`src/rtl/lstm_pkg.sv`:
```
// Shared types and constants for the LSTM sequence controller and its neighbours.
package lstm_pkg;

  typedef enum logic [1:0] {I, F, G, O} gate_t;

  typedef enum logic [1:0] {WX, WH, BX, BH} cfg_kind_t;

  typedef enum logic [2:0] {
    StIdle,
    StLoad,
    StIssue,
    StWait,
    StDrain,
    StAbort
  } seq_state_t;

  localparam int unsigned CELL_LATENCY = 6;

  function automatic logic [3:0] gate_onehot(gate_t g);
    return 4'b0001 << g;
  endfunction

endpackage

```
`src/rtl/lstm_seq_ctrl.sv`:
```
// Sequence controller for the single-step LSTM cell: forwards configuration, loads initial
// state, issues one sample per step and buffers each result in a one-entry output register.
module lstm_seq_ctrl
  import lstm_pkg::*;
#(
  parameter int unsigned WIDTH = 16,
  parameter int unsigned SEQ_W = 8
) (
  input  logic                  clk_i,
  input  logic                  rst_i,

  input  logic                  cfg_valid_i,
  output logic                  cfg_ready_o,
  input  logic [1:0]            cfg_kind_i,
  input  logic [1:0]            cfg_gate_i,
  input  logic [WIDTH-1:0]      cfg_data_i,

  input  logic                  start_i,
  input  logic [SEQ_W-1:0]      seq_len_i,
  input  logic [WIDTH-1:0]      h0_i,
  input  logic [WIDTH-1:0]      c0_i,
  input  logic                  abort_i,

  input  logic                  x_valid_i,
  output logic                  x_ready_o,
  input  logic [WIDTH-1:0]      x_data_i,

  output logic                  y_valid_o,
  input  logic                  y_ready_i,
  output logic [WIDTH-1:0]      y_data_o,
  output logic                  y_last_o,

  output logic                  done_o,
  output logic [WIDTH-1:0]      final_c_o,
  output logic                  busy_o,
  output logic [SEQ_W-1:0]      step_cnt_o,

  output logic [3:0][WIDTH-1:0] cell_weight_x_o,
  output logic [3:0][WIDTH-1:0] cell_weight_h_o,
  output logic [3:0][WIDTH-1:0] cell_bias_x_o,
  output logic [3:0][WIDTH-1:0] cell_bias_h_o,
  output logic [3:0]            cell_weight_x_valid_o,
  output logic [3:0]            cell_weight_h_valid_o,
  output logic [3:0]            cell_bias_x_valid_o,
  output logic [3:0]            cell_bias_h_valid_o,

  output logic [WIDTH-1:0]      cell_h_in_o,
  output logic [WIDTH-1:0]      cell_c_in_o,
  output logic [WIDTH-1:0]      cell_x_in_o,
  output logic                  cell_h_in_valid_o,
  output logic                  cell_c_in_valid_o,
  output logic                  cell_x_in_valid_o,

  input  logic                  cell_ready_i,
  input  logic                  cell_valid_i,
  input  logic [WIDTH-1:0]      cell_y_out_i,
  input  logic [WIDTH-1:0]      cell_c_out_i
);

  seq_state_t       state_q, state_d;
  logic [SEQ_W-1:0] n_q, n_d;
  logic [SEQ_W-1:0] step_cnt_q, step_cnt_d;
  logic [WIDTH-1:0] h0_q, h0_d;
  logic [WIDTH-1:0] c0_q, c0_d;
  logic [WIDTH-1:0] last_c_q, last_c_d;
  logic [WIDTH-1:0] final_c_q, final_c_d;
  logic [WIDTH-1:0] y_data_q, y_data_d;
  logic             y_valid_q, y_valid_d;
  logic             y_last_q, y_last_d;
  logic             done_q, done_d;

  logic             cfg_hs;
  logic             x_hs;
  logic             y_hs;
  logic             in_load;
  logic [SEQ_W-1:0] step_inc;
  logic             step_is_last;

  assign cfg_ready_o = (state_q == StIdle) && cell_ready_i && !rst_i;
  assign cfg_hs      = cfg_valid_i && cfg_ready_o;

  // Never issue while the output register is full, so a cell result always has a home.
  assign x_ready_o = (state_q == StIssue) && cell_ready_i && !y_valid_q && !abort_i && !rst_i;
  assign x_hs      = x_valid_i && x_ready_o;
  assign y_hs      = y_valid_q && y_ready_i;

  assign in_load      = (state_q == StLoad);
  assign step_inc     = step_cnt_q + SEQ_W'(1);
  assign step_is_last = (step_inc == n_q);

  assign cell_h_in_valid_o = in_load;
  assign cell_c_in_valid_o = in_load;
  assign cell_h_in_o       = in_load ? h0_q : '0;
  assign cell_c_in_o       = in_load ? c0_q : '0;
  assign cell_x_in_valid_o = x_hs;
  assign cell_x_in_o       = x_hs ? x_data_i : '0;

  assign y_valid_o  = y_valid_q;
  assign y_data_o   = y_data_q;
  assign y_last_o   = y_last_q;
  assign done_o     = done_q;
  assign final_c_o  = final_c_q;
  assign busy_o     = (state_q != StIdle);
  assign step_cnt_o = step_cnt_q;

  // Config writes broadcast the value on every lane; the one-hot valid selects the gate.
  always_comb begin
    cell_weight_x_o       = '0;
    cell_weight_h_o       = '0;
    cell_bias_x_o         = '0;
    cell_bias_h_o         = '0;
    cell_weight_x_valid_o = '0;
    cell_weight_h_valid_o = '0;
    cell_bias_x_valid_o   = '0;
    cell_bias_h_valid_o   = '0;
    if (cfg_hs) begin
      unique case (cfg_kind_t'(cfg_kind_i))
        WX: begin
          cell_weight_x_o       = {4{cfg_data_i}};
          cell_weight_x_valid_o = gate_onehot(gate_t'(cfg_gate_i));
        end
        WH: begin
          cell_weight_h_o       = {4{cfg_data_i}};
          cell_weight_h_valid_o = gate_onehot(gate_t'(cfg_gate_i));
        end
        BX: begin
          cell_bias_x_o       = {4{cfg_data_i}};
          cell_bias_x_valid_o = gate_onehot(gate_t'(cfg_gate_i));
        end
        BH: begin
          cell_bias_h_o       = {4{cfg_data_i}};
          cell_bias_h_valid_o = gate_onehot(gate_t'(cfg_gate_i));
        end
        default: ;
      endcase
    end
  end

  always_comb begin
    state_d    = state_q;
    n_d        = n_q;
    step_cnt_d = step_cnt_q;
    h0_d       = h0_q;
    c0_d       = c0_q;
    last_c_d   = last_c_q;
    final_c_d  = final_c_q;
    y_data_d   = y_data_q;
    y_valid_d  = y_valid_q;
    y_last_d   = y_last_q;
    done_d     = 1'b0;

    if (y_hs) begin
      y_valid_d = 1'b0;
      y_last_d  = 1'b0;
    end

    unique case (state_q)
      StIdle: begin
        if (start_i) begin
          n_d  = seq_len_i;
          h0_d = h0_i;
          c0_d = c0_i;
          if (seq_len_i == '0) begin
            done_d    = 1'b1;
            final_c_d = c0_i;
          end else begin
            state_d = StLoad;
          end
        end
      end
      StLoad: begin
        step_cnt_d = '0;
        if (abort_i) begin
          state_d   = StIdle;
          y_valid_d = 1'b0;
          y_last_d  = 1'b0;
        end else begin
          state_d = StIssue;
        end
      end
      StIssue: begin
        if (abort_i) begin
          state_d   = StIdle;
          y_valid_d = 1'b0;
          y_last_d  = 1'b0;
        end else if (x_hs) begin
          state_d = StWait;
        end
      end
      StWait: begin
        if (cell_valid_i && abort_i) begin
          // Result and abort coincide: drop the result, nothing left in flight.
          state_d = StIdle;
        end else if (cell_valid_i) begin
          y_data_d   = cell_y_out_i;
          y_valid_d  = 1'b1;
          y_last_d   = step_is_last;
          last_c_d   = cell_c_out_i;
          step_cnt_d = step_inc;
          state_d    = step_is_last ? StDrain : StIssue;
        end else if (abort_i) begin
          state_d = StAbort;
        end
      end
      StDrain: begin
        if (abort_i) begin
          state_d   = StIdle;
          y_valid_d = 1'b0;
          y_last_d  = 1'b0;
        end else if (y_hs) begin
          state_d   = StIdle;
          done_d    = 1'b1;
          final_c_d = last_c_q;
        end
      end
      StAbort: begin
        if (cell_valid_i) begin
          state_d = StIdle;
        end
      end
      default: state_d = StIdle;
    endcase
  end

  always_ff @(posedge clk_i) begin
    if (rst_i) begin
      state_q    <= StIdle;
      n_q        <= '0;
      step_cnt_q <= '0;
      h0_q       <= '0;
      c0_q       <= '0;
      last_c_q   <= '0;
      final_c_q  <= '0;
      y_data_q   <= '0;
      y_valid_q  <= 1'b0;
      y_last_q   <= 1'b0;
      done_q     <= 1'b0;
    end else begin
      state_q    <= state_d;
      n_q        <= n_d;
      step_cnt_q <= step_cnt_d;
      h0_q       <= h0_d;
      c0_q       <= c0_d;
      last_c_q   <= last_c_d;
      final_c_q  <= final_c_d;
      y_data_q   <= y_data_d;
      y_valid_q  <= y_valid_d;
      y_last_q   <= y_last_d;
      done_q     <= done_d;
    end
  end

endmodule

```
`config.mk`:
```
export PLATFORM = sky130hd
export DESIGN_NAME = lstm_seq_ctrl
export DESIGN_NICKNAME = d
export VERILOG_FILES = /design/src/rtl/lstm_pkg.sv /design/src/rtl/lstm_seq_ctrl.sv
export SDC_FILE = /design/constraint.sdc
export NUM_CORES = 1
export LEC_CHECK = 0
export BUFFER_PORTS_ARGS = -buffer_cell sky130_fd_sc_hd__buf_2
export CORE_AREA = 2 2 188 190
export DETAILED_ROUTE_END_ITERATION = 10
export DIE_AREA = 0 0 190 192
export PLACE_DENSITY_LB_ADDON = 0.3
export SYNTH_ARGS = -nofsm -noshare
export SYNTH_HDL_FRONTEND = slang
export SYNTH_SLANG_ARGS = --single-unit
```
`constraint.sdc`:
```
create_clock -name clk_i -period 2.76 [get_ports clk_i]
set_input_delay 0.552 -clock clk_i [delete_from_list [all_inputs] [get_ports clk_i]]
set_output_delay 0.552 -clock clk_i [all_outputs]
set_load 0.01 [all_outputs]
```
=== Word level (Yosys, flattened, before mapping) ===
Index checks and enable logic that the tools add are counted.

* Add/subtract/negate cells: 1
* Equal/unequal tests: 20
* Muxes and demuxes: 55
* Reductions and logical operators: 25
* Shift-type cells: 1
* Bitwise gates (word level): 1

{| class="wikitable"
|+ Operator list
! operator !! number
|-
| 2-to-1 mux 64 bit || 8
|-
| 2-to-1 mux 16 bit || 7
|-
| 2-to-1 mux 3 bit || 11
|-
| 2-to-1 mux 4 bit || 8
|-
| one-hot mux 16 bit (2 select lines) || 1
|-
| one-hot mux 3 bit (6 select lines) || 1
|-
| 2-to-1 mux 8 bit || 2
|-
| one-hot mux 8 bit (2 select lines) || 1
|-
| inequality test 2 bit, second input constant || 7
|-
| 2-to-1 mux 1 bit || 12
|-
| logical AND 1 bit || 10
|-
| adder 8 x 1 -> 8 bit, second input constant || 1
|-
| == test 8 bit || 1
|-
| logical NOT 8 bit || 1
|-
| == test 3 x 2 -> 1 bit, second input constant || 2
|-
| == test 3 bit, second input constant || 2
|-
| inequality test 3 bit, second input constant || 2
|-
| one-hot mux 1 bit (2 select lines) || 3
|-
| AND reduction 3 bit || 2
|-
| AND reduction 6 bit || 1
|-
| AND reduction 5 bit || 1
|-
| == test 2 bit, second input constant || 2
|-
| inequality test 4 bit, second input constant || 1
|-
| nonzero test 2 bit || 2
|-
| 12 further kinds || 14
|}

* Output and inout port bits: 369
* Bits in registers: 102
* Input port bits: 117

=== Longest topological paths before layout ===
* Word-level depth: 9
* Depth in mapped cells: 8
* Depth with buffers taken out: 6

=== Worst setup path after synthesis ===
Ideal clock, no wire load.

* Kind: flip-flop to output port
* From: register state_q[1]
* To: output port cell_weight_x_o[21] in the netlist's numbering
* Stages on the path, launching flop included: 7
* Arrival: 1.814 ns
* Setup slack: 0.394 ns
* Required time: 2.208 ns
* Cell sequence: dfxtp_1 > nor3_2 > nand4b_1 > nor3_1 > clkbuf_1 > and2_1 > buf_4

{| class="wikitable"
|+ RTL lines
! item !! line !! RTL
|-
| start, declared || lstm_seq_ctrl.sv:60 || <nowiki>seq_state_t state_q, state_d;</nowiki>
|-
| start signal, assigned || lstm_seq_ctrl.sv:227 || <nowiki>state_q <= StIdle;</nowiki>
|-
| start signal, assigned || lstm_seq_ctrl.sv:239 || <nowiki>state_q <= state_d;</nowiki>
|-
| end, declared || lstm_seq_ctrl.sv:38 || <nowiki>output logic [3:0][WIDTH-1:0] cell_weight_x_o,</nowiki>
|}

=== Worst setup path after layout ===
* From: register state_q[1]
* To: output port cell_weight_x_valid_o[2]

* Cells in the longest elaborated chain, start to end: 5

{| class="wikitable"
|+ Ends and longest elaborated chain
! item !! line !! RTL
|-
| logical NOT 3 bit || lstm_seq_ctrl.sv:79 || <nowiki>assign cfg_ready_o = (state_q == StIdle) && cell_ready_i && !rst_i;</nowiki>
|-
| logical AND 1 bit (2 in a row) || lstm_seq_ctrl.sv:79 ||
|-
| logical AND 1 bit || lstm_seq_ctrl.sv:80 || <nowiki>assign cfg_hs = cfg_valid_i && cfg_ready_o;</nowiki>
|-
| 2-to-1 mux 4 bit || lstm_seq_ctrl.sv:116 || <nowiki>if (cfg_hs) begin</nowiki>
|-
| end, declared || lstm_seq_ctrl.sv:42 || <nowiki>output logic [3:0] cell_weight_x_valid_o,</nowiki>
|}

Every way passes these cells.

==> results.md <==
- Worst Tran Pin Value: 0.783 ns
- Slew margin rel.: a little under half
- Largest net degree at the start of global routing: 73
- Cells after Synth: 862
- Final Hold Viols: 0
- Clock Power Share: between 30 and 40%
- Flops & latches, synth: around 100
- Post-Route Setup TNS: 0 ns
- Max Transition Viols Final: 0
- Worst-path clk slew: 0.07 ns
- Initial DRT Pass Iterations: 6
- Crit path kind: flip-flop to primary output
- Mux contribution to synthesized area: under 10%
- Main synth FF type: dfxtp_1
- I/O pin cnt: 486
- Register area share after synthesis: 31.5%
- Grt ovf: 0
- Maximum clock frequency: ~0.38 GHz
- DP HPWL: 20,100 um
- RSZ-0062 raised after global routing: yes
- Largest family of logic cells by synthesized area: simple AND/OR/NAND/NOR gates
- CTS Sinks: 102
- WP data arrival: 2.10 ns
- Pwr dens: approximately 430 mW/mm2
- Synth Net Count: 980
- Die width: between 150 and 200 um
- Vias: 6,401
- Minimum clock period: about 2.7 ns
- Synth Warn #: 0
- CTS Buf Count: 9
- CP endpoint kind: primary output
- CTS tree: built
- Post-synth EDFFs: 0
- Synthesized-area fraction occupied by adder cells: 0.193%
- Number of port buffers: 485
- Simple-gate portion of the synthesized area: 28.2%
- Clock latency on the worst-skew pair: 0.35 ns
- Routed wire per std cell: 15.5 um
- Layout cells sized above 1: between 40% and 50%
- Final setup violation count: 0
- Switching fraction of total power: 27.3%
- CP max FO: 4
- P_sw: just under 1 mW
- Internal power: 2.62 mW
- Via/cell ratio: 3.98
- Die area: 0.0365 mm2
- Leak pwr: around 4.5 nW
- Final clock skew: 0.00665 ns
- Status: finished, final reports clean
- Pwr Total: 3.60 mW
- Effective utilization at floorplan: 18.9%
- Flop pwr share: 43.3%
- Std cell rows: 68
- DRC errors left: 0
- Final GP Congestion: 0.751
- Bufs on Longest Clock Path: 2
- DR iter-0 viols: 123
- Post-synthesis xor/xnor area fraction: under 10%
- Mapped Avg Cell Area: 7.52 um2
- Area of the core: 0.0343 mm2
- Worst VDD drop: 0.299 mV
- First-pass GRT wire length: 35,000 um
- Worst min-delay path class: input pin to flip-flop
- Mapped cell area: 0.00648 mm2
- Hold slack: around 0.43 ns
- FILL cells: 3,921
- Initial antenna violation count: 7
- WP data required: 2.21 ns
- Critical Path Start Type: flip-flop
- H-tree levels: 3
- Final WL: 25,000 um
- Distinct cells, synth: 46
- Antenna-violating nets left: 0
- Die Y-Extent: 192 um
- Area grow syn2layout: 30.4%
- Combinational share of power: 17.6%
- Final net count: about 1,300
- Vias in the first global route: 5,702
- Clk root buf: clkbuf_16
- Number of max-cap violations: 0
- Synth Area in Compound Gates: between 10% and 20%
- Gr usage total: 12.7%
- Post-synth ARST share: 0%
- Tcrit/Tclk final: 96.0%
==> power by group through the flow <==
stage	clock network [mW]	registers (mW)	logic, mW
4_1_cts	1.47	1.56	0.649
5_1_grt	1.52	1.57	0.707
6_report	1.41	1.56	0.632
3_5_place_dp	0	1.59	0.647
3_3_place_gp	0	1.59	0.645
2_1_floorplan	0	1.59	0.363
==> repair_timing <==
item / in CTS / in global routing
pin swaps: 1 / 0
endpoints found under the setup margin: 4 / 20
resized for setup: 0 / 7
buffers inserted: 1 / 0
hold buffers: 0 / 0
==> Yosys cell counts, types with 5 or more instances <==
master,n,area share (%)
a21oi_1,87,6.7
dfxtp_1,102,31
nand2_1,153,8.9
nor2_1,46,2.7
nor3b_1,5,0.58
xor2_1,6,0.81
buf_4,194,22
nand2b_1,7,0.68
nor4_1,5,0.48
xnor2_1,6,0.81
mux2i_1,17,2.6
a211oi_1,16,1.9
buf_2,7,0.54
and2_1,113,11
nor3_1,6,0.46
clkbuf_1,36,2.1
==> critical path: stages, from the launching register on <==
cell,delay (ns)
dfxtp_1,0.32
nor3_2,0.22
nand4b_1,0.22
or3b_1,0.63
nor3_1,0.20
buf_2,0.16
==> cells in the final DEF (no fill, tap or decap), types with 2 or more instances in the layout <==
master,Yosys,layout
or3b_1,3,3
xor2_1,6,6
a211oi_1,16,16
nor3_2,1,2
diode_2,0,2
nor4_1,5,5
a21oi_1,87,87
mux2i_1,17,17
dfxtp_1,102,102
nor2_2,0,2
nand2_1,153,153
and3_1,4,4
and2_4,0,2
bufinv_16,0,2
inv_1,2,2
nor3_1,6,5
nor2_1,46,44
nor4b_1,2,2
nor3b_2,0,2
nand3b_1,3,3
buf_4,194,27
or3_1,4,4
or4_1,3,3
clkbuf_16,0,9
o21ai_1,3,3
nor3b_1,5,3
nor2b_1,2,2
nand2b_1,7,7
buf_12,0,2
buf_2,7,484
and2_2,0,4
o21ai_0,4,4
nand4_1,4,4
xnor2_1,6,6
clkbuf_8,0,2
nand3_1,3,3
and2_1,113,107
==> layout make-up <==
class,count,area (um2),share of cell area [%]
clock inverters,3,67.6,0.799
flip-flops and latches,102,2040,24.2
well taps,455,569,6.73
clock buffers,12,256,3.03
repair buffers,514,2680,31.7
diodes,2,5.00,0.0592
multi-input cells,518,2830,33.4
inverters,3,11.3,0.133
==> final timing paths <==
path	from	endpoint	slack, ns	depth (start not counted)
worst min register to register	h0_q[0]	h0_q[0]	0.45	2
worst max register to register	state_q[1]	state_q[2]	0.67	6
worst min-delay path	cell_c_out_i[15]	last_c_q[15]	0.43	3
worst max-delay path	state_q[1]	cell_weight_x_valid_o[2]	0.11	5
==> stage by stage <==
step                      cells  worst slack [ns]  instance area, um2  util, %
after floorplan             862             0.394                6480        -
after global placement     1591             0.274                8100     23.6
after detailed placement   1591             0.266                8100     23.6
after CTS                  1607            0.0842                8430     24.6
after global routing       1607          -0.00151                8450     24.6
final                      1609             0.110                8450     24.7
==> sequential cells by signal (all words and copies together) (netlist names) <==
| name | flops |
|---|---|
| last_c_q | 16 |
| y_last_o | 1 |
| y_valid_o | 1 |
| y_data_o | 16 |
| step_cnt_o | 8 |
| done_o | 1 |
| h0_q | 16 |
| c0_q | 16 |
| final_c_o | 16 |
| state_q | 3 |
| n_q | 8 |
==> routing by layer <==
metal	up-vias	part of all wire (%)	GRT usage, %
li1	3176	-	-
met1	2908	38	14.0
met2	281	52	23.5
met3	26	8.1	3.84
met4	10	1.5	3.58
met5	-	0.26	0
==> kinds of logic (layout without fill, tap and decap cells) <==
family                     Yosys count  in the layout
other                                0              2
xor gates and xnor gates            12             12
AOI/OAI and AO/OA                  120            120
DFF                                102            102
buffers and inverters              242            532
muxes                               17             17
and+or+nand+nor                    368            368
adders and majority gates            1              1
(Power assumes the default switching activity.)
